<file path="src/rtl/adder_digit.sv">
// One digit of the serial adder: DIGIT chained 1-bit full-adder cells.
// Also exposes the carry into the MSB cell so the caller can derive signed overflow.
module adder_digit #(
    parameter int unsigned DIGIT = 2
) (
    input  logic [DIGIT-1:0] a_i,
    input  logic [DIGIT-1:0] b_i,
    input  logic             c_i,
    output logic [DIGIT-1:0] sum_o,
    output logic             cout_o,
    output logic             cmsb_o
);

    logic [DIGIT:0] carry;

    assign carry[0] = c_i;

    for (genvar i = 0; i < DIGIT; i++) begin : g_fa
        assign sum_o[i]    = a_i[i] ^ b_i[i] ^ carry[i];
        assign carry[i+1]  = (a_i[i] & b_i[i]) | (carry[i] & (a_i[i] ^ b_i[i]));
    end

    assign cout_o = carry[DIGIT];
    assign cmsb_o = carry[DIGIT-1];

endmodule

</file>
<file path="src/rtl/serial_digit_adder.sv">
// Multi-cycle adder/subtractor: WIDTH-bit operands processed DIGIT bits per clock,
// carry held in a register between digits, valid/ready on both sides.
module serial_digit_adder #(
    parameter int unsigned WIDTH = 8,
    parameter int unsigned DIGIT = 2
) (
    input  logic             clk,
    input  logic             rst_n,
    input  logic             in_valid,
    output logic             in_ready,
    input  logic [WIDTH-1:0] a,
    input  logic [WIDTH-1:0] b,
    input  logic             incarry,
    input  logic             sub,
    output logic             out_valid,
    input  logic             out_ready,
    output logic [WIDTH-1:0] sum,
    output logic             outcarry,
    output logic             overflow,
    output logic             busy
);

    localparam int unsigned NDIG = WIDTH / DIGIT;
    localparam int unsigned CW   = (NDIG > 1) ? $clog2(NDIG) : 1;

    typedef enum logic [1:0] {
        IDLE = 2'd0,
        RUN  = 2'd1,
        DONE = 2'd2
    } state_e;

    if ((WIDTH % DIGIT) != 0) begin : g_bad_cfg
        $error("serial_digit_adder: WIDTH must be a multiple of DIGIT");
    end

    state_e            state_q, state_d;
    logic [WIDTH-1:0]  a_q, a_d;
    logic [WIDTH-1:0]  b_q, b_d;
    logic              c_q, c_d;
    logic [CW-1:0]     cnt_q, cnt_d;
    logic [WIDTH-1:0]  sum_q, sum_d;
    logic              outcarry_q, outcarry_d;
    logic              overflow_q, overflow_d;
    logic              out_valid_q, out_valid_d;

    logic              accept;
    logic              last_digit;
    logic [DIGIT-1:0]  a_dig, b_dig, dig_sum;
    logic              dig_cout, dig_cmsb;

    assign accept     = in_valid & in_ready;
    assign last_digit = (cnt_q == CW'(NDIG - 1));
    assign a_dig      = a_q[int'(cnt_q) * DIGIT +: DIGIT];
    assign b_dig      = b_q[int'(cnt_q) * DIGIT +: DIGIT];

    adder_digit #(.DIGIT(DIGIT)) u_digit (
        .a_i    (a_dig),
        .b_i    (b_dig),
        .c_i    (c_q),
        .sum_o  (dig_sum),
        .cout_o (dig_cout),
        .cmsb_o (dig_cmsb)
    );

    // State register
    always_ff @(posedge clk or negedge rst_n) begin
        if (!rst_n) state_q <= IDLE;
        else        state_q <= state_d;
    end

    // Next-state logic
    always_comb begin
        state_d = state_q;
        unique case (state_q)
            IDLE:    if (in_valid) state_d = RUN;
            RUN:     if (last_digit) state_d = DONE;
            DONE:    if (out_ready) state_d = in_valid ? RUN : IDLE;
            default: state_d = IDLE;
        endcase
    end

    // State decode; out_ready -> in_ready is combinational so DONE can hand straight over to RUN
    always_comb begin
        in_ready = 1'b0;
        busy     = 1'b0;
        unique case (state_q)
            IDLE:    in_ready = 1'b1;
            RUN:     busy     = 1'b1;
            DONE:    in_ready = out_ready;
            default: ;
        endcase
    end

    // Datapath next values: operand capture on accept, one digit per RUN cycle
    always_comb begin
        a_d         = a_q;
        b_d         = b_q;
        c_d         = c_q;
        cnt_d       = cnt_q;
        sum_d       = sum_q;
        outcarry_d  = outcarry_q;
        overflow_d  = overflow_q;
        out_valid_d = out_valid_q;
        if (accept) begin
            a_d         = a;
            b_d         = sub ? ~b : b;
            c_d         = incarry ^ sub;
            cnt_d       = '0;
            out_valid_d = 1'b0;
        end else if (state_q == RUN) begin
            sum_d[int'(cnt_q) * DIGIT +: DIGIT] = dig_sum;
            c_d   = dig_cout;
            cnt_d = cnt_q + CW'(1);
            if (last_digit) begin
                outcarry_d  = dig_cout;
                overflow_d  = dig_cmsb ^ dig_cout;
                out_valid_d = 1'b1;
            end
        end else if ((state_q == DONE) && out_ready) begin
            out_valid_d = 1'b0;
        end
    end

    always_ff @(posedge clk or negedge rst_n) begin
        if (!rst_n) begin
            a_q         <= '0;
            b_q         <= '0;
            c_q         <= 1'b0;
            cnt_q       <= '0;
            sum_q       <= '0;
            outcarry_q  <= 1'b0;
            overflow_q  <= 1'b0;
            out_valid_q <= 1'b0;
        end else begin
            a_q         <= a_d;
            b_q         <= b_d;
            c_q         <= c_d;
            cnt_q       <= cnt_d;
            sum_q       <= sum_d;
            outcarry_q  <= outcarry_d;
            overflow_q  <= overflow_d;
            out_valid_q <= out_valid_d;
        end
    end

    assign sum       = sum_q;
    assign outcarry  = outcarry_q;
    assign overflow  = overflow_q;
    assign out_valid = out_valid_q;

endmodule

</file>
<file path="config.mk">
export PLATFORM = sky130hd
export DESIGN_NAME = serial_digit_adder
export DESIGN_NICKNAME = d
export VERILOG_FILES = /design/src/rtl/adder_digit.sv /design/src/rtl/serial_digit_adder.sv
export SDC_FILE = /design/constraint.sdc
export NUM_CORES = 1
export LEC_CHECK = 0
export ABC_AREA = 0
export ABC_CLOCK_PERIOD_IN_PS = 3850
export CELL_PAD_IN_SITES_DETAIL_PLACEMENT = 1
export CELL_PAD_IN_SITES_GLOBAL_PLACEMENT = 1
export CORE_MARGIN = 3
export CORE_UTILIZATION = 41
export DETAILED_ROUTE_END_ITERATION = 8
export PLACE_DENSITY = 0.75
export SLEW_MARGIN = 20
export SYNTH_ARGS = -nofsm -noshare
export SYNTH_HDL_FRONTEND = slang
export SYNTH_HIERARCHICAL = 1
export SYNTH_SLANG_ARGS = --single-unit
</file>
<file path="constraint.sdc">
create_clock -name clk -period 3.85 [get_ports clk]
set_clock_uncertainty 0.1 [all_clocks]
set_input_delay 0.385 -clock clk [delete_from_list [all_inputs] [get_ports clk]]
set_output_delay 0.385 -clock clk [all_outputs]
set_load 0.02 [all_outputs]
</file>
==> summary.txt <==
Critical path
  – Max Fanout on Critical Path: 12
  – Worst path max stage delay: roughly 670 ps
  – R2r startpoint: cnt_q[0]
  – Cells along the critical path: mux4_2, fa_1, fa_1, nand2b_1, nor2_1, mux2_2
  – Most used cell along the critical path: fa_1
  – Critical Path Start Type: flip-flop
  – Slowest cell on the critical path: dfrtp_1
  – Reg-to-Reg End: sum[1]
  – WS Path Type: flip-flop to flip-flop
  – Critical Path End Type: flip-flop
  – Setup slack, reg-to-reg: about 930 ps
  – R2R depth: 6
  – CP Data Arrival Time: ~3000 ps
  – Critical Path RT: just under 4000 ps

Placed design
  – Routability cong.: 0.800
  – Pre-CTS WS: between 900 and 1000 ps
  – DP HPWL: 2.53 mm
  – I/O Buffers: 34

Power and ir drop
  – Lkg Pwr: 0.941 nW
  – Final Total Pwr: 1.83 mW
  – Power Density: 853 mW/mm^2
  – Worst vdd ir: around 0.34 mV

Clock network
  – Clk Latency, worst-skew pair: 280 ps
  – Hold-fix buffer count after cts: 0
  – Post-CTS setup repair buffer count: 0
  – Clock buffer depth: 2
  – Clock Sink Count: 32
  – Clock-pin slew on the worst setup and hold paths: ~60 ps
  – Post_cts resized: 0
  – CTS Buf Count: 5
  – H-tree depth: 2
  – CTS root buffer: clkbuf_8
  – TritonCTS clock tree: done

Layout
  – Most common cell after layout, fill and taps aside: clkdlybuf4s50_1
  – Fillers: approximately 390
  – Area of the multi-input gates: between 800 and 900 um^2
  – Nets: ~190
  – Register area: ~800 um^2
  – Final Util: a little under three fifths
  – N_diodes: 0
  – Synth-to-Final Area Change: 26.1%
  – Layout cell share with drive strength beyond 1: a little over a fifth
  – Commonest cells after routing, fill and taps aside: clkdlybuf4s50_1, dfrtp_1, mux2_4

Routing
  – WL/cell: ~16 um
  – Vias/cell: around 5.2
  – Total number of vias: between 1,000 and 1,500
  – First-pass DRT Iterations: 4
  – Residual DRC count: 0
  – Antenna-violating nets left: 0
  – 1st-iter DRT viols: 27
  – Total Wirelength: 3.33 mm

Global routing
  – Initial antenna violation count: 0
  – Global-route wire length before repair: between 5 and 6 mm
  – Largest net degree at the start of global routing: 33
  – Vias in the first global route: roughly 1,200
  – Grt total ovfl: 0
  – Total track usage: between 10% and 20%

Yosys
  – Distinct cell type count of the synthesized netlist: 29
  – Cell area after synthesis: about 0.0017 mm^2
  – Cell count after synthesis: around 120
  – Mean Syn Cell Area: roughly 14 um^2
  – Syn_nets: between 150 and 200
  – Seq cells post-synth: 32
  – Post-synthesis sequential area ratio: a little under half
  – Yosys warns: 6

Hold path
  – HP Class: flip-flop to flip-flop
  – Hold_sp: sum[6]
  – Hold Path Sink: sum[6]
  – Worst Hold Depth: 2

Floorplanning
  – Die area: 0.00496 mm^2
  – Die Ht: ~70 um
  – Boundary Pins: 35
  – Die width: around 70 um
  – Rows: 22
  – Core area: 0.00383 mm^2
  – Starting density of the core: between 40 and 50%

Timing
  – Slew HR: approximately two thirds
  – WHS: between 300 and 400 ps
  – Post-route clock period utilization: about three quarters
  – Unrepaired setup endpoints after global routing: no
  – Slew Limit Fails: 0
  – Hold Vio Cnt, Final: 0
  – Setup WS post-layout: slightly above 900 ps
  – Fmax: 0.343 GHz
  – Shortest period the worst path allows: about 3000 ps
  – Fin Setup TNS: 0 ps
  – Final setup vio count: 0
  – Measured slew at the worst slew-check pin: about 530 ps

Flow run
  – Number of max-cap violations: 0

Run status
  – Status: finished clean
-- report_power, final --
part | switching, mW | internal [mW] | total [mW]
clock network | 0.112 | 0.116 | 0.228
logic | 0.438 | 0.532 | 0.970
registers | 0.143 | 0.489 | 0.632
-- cell families after synthesis --
family	share of synthesized area, %
flops	47.1
compound gates	4.56
fa+ha+maj	6.76
simple gates	9.56
buf+inv	3.23
xor+xnor	5.66
mux	23.2
-- metal layers --
metal	vias to the layer above	GRT usage, %	routed length [um]
li1	501	-	-
met3	7	4.60	158
met5	-	0	0
met2	30	25.2	1700
met1	535	18.1	1410
met4	0	5.74	57
-- stage by stage --
stage / instance area (um^2) / std cells
after global placement: 2080 / 202
after CTS: 2150 / 207
after floorplan: 1700 / 123
after global routing: 2150 / 207
after detailed placement: 2080 / 202
final: 2150 / 207
-- cell usage after synthesis, drive strengths merged --
cell type,number,area share [%]
mux2i,3,1.8
or2b,1,0.44
nor4,1,0.37
nor2b,1,0.81
and2b,1,0.51
o21ai,4,1.2
nand2,5,1.1
nand2b,5,1.8
nor3b,1,1.1
nor2,6,1.3
o31ai,2,0.88
mux2,19,16
mux4,4,5.3
xnor2,3,1.5
ha,6,4.4
o21bai,1,0.44
nand3b,4,1.8
xor2,8,4.1
a22o,4,2.1
dfrtp,32,47
clkbuf,1,0.29
buf,4,2.1
inv,4,0.88
fa,2,2.4
nor3,1,0.29
-- state kept, by name, summed over array words and instances, names as in the netlist --
signal / cells
a_q: 8
b_q: 8
sum: 8
cnt_q: 2
state_q: 2
c_q: 1
out_valid: 1
outcarry: 1
overflow: 1
-- worst max path at each step --
stage	start	end	slack, ps	cells past startpoint
2_1_floorplan	cnt_q[0]	sum[1]	1160	7
3_5_place_dp	cnt_q[0]	sum[1]	920	6
6_report	cnt_q[0]	sum[1]	930	6
4_1_cts	cnt_q[0]	sum[1]	890	6
5_1_grt	cnt_q[0]	sum[1]	770	6
3_3_place_gp	cnt_q[0]	sum[1]	1010	6
-- critical path: cells and delay by family (launching register included) --
kind / cells / cell delay (ps)
flops: 1 / 670
mux: 2 / 850
simple gates: 2 / 180
fa+ha+maj: 2 / 1000
-- cell type report --
type,count,share of cell area (%)
Tap cell,48,2.80
Inverter,4,0.700
Sequential cell,32,37.3
Multi-Input combinational cell,82,39.4
Timing Repair Buffer,36,16.6
Clock buffer,5,3.21
Power figures use the tool's default switching activity.
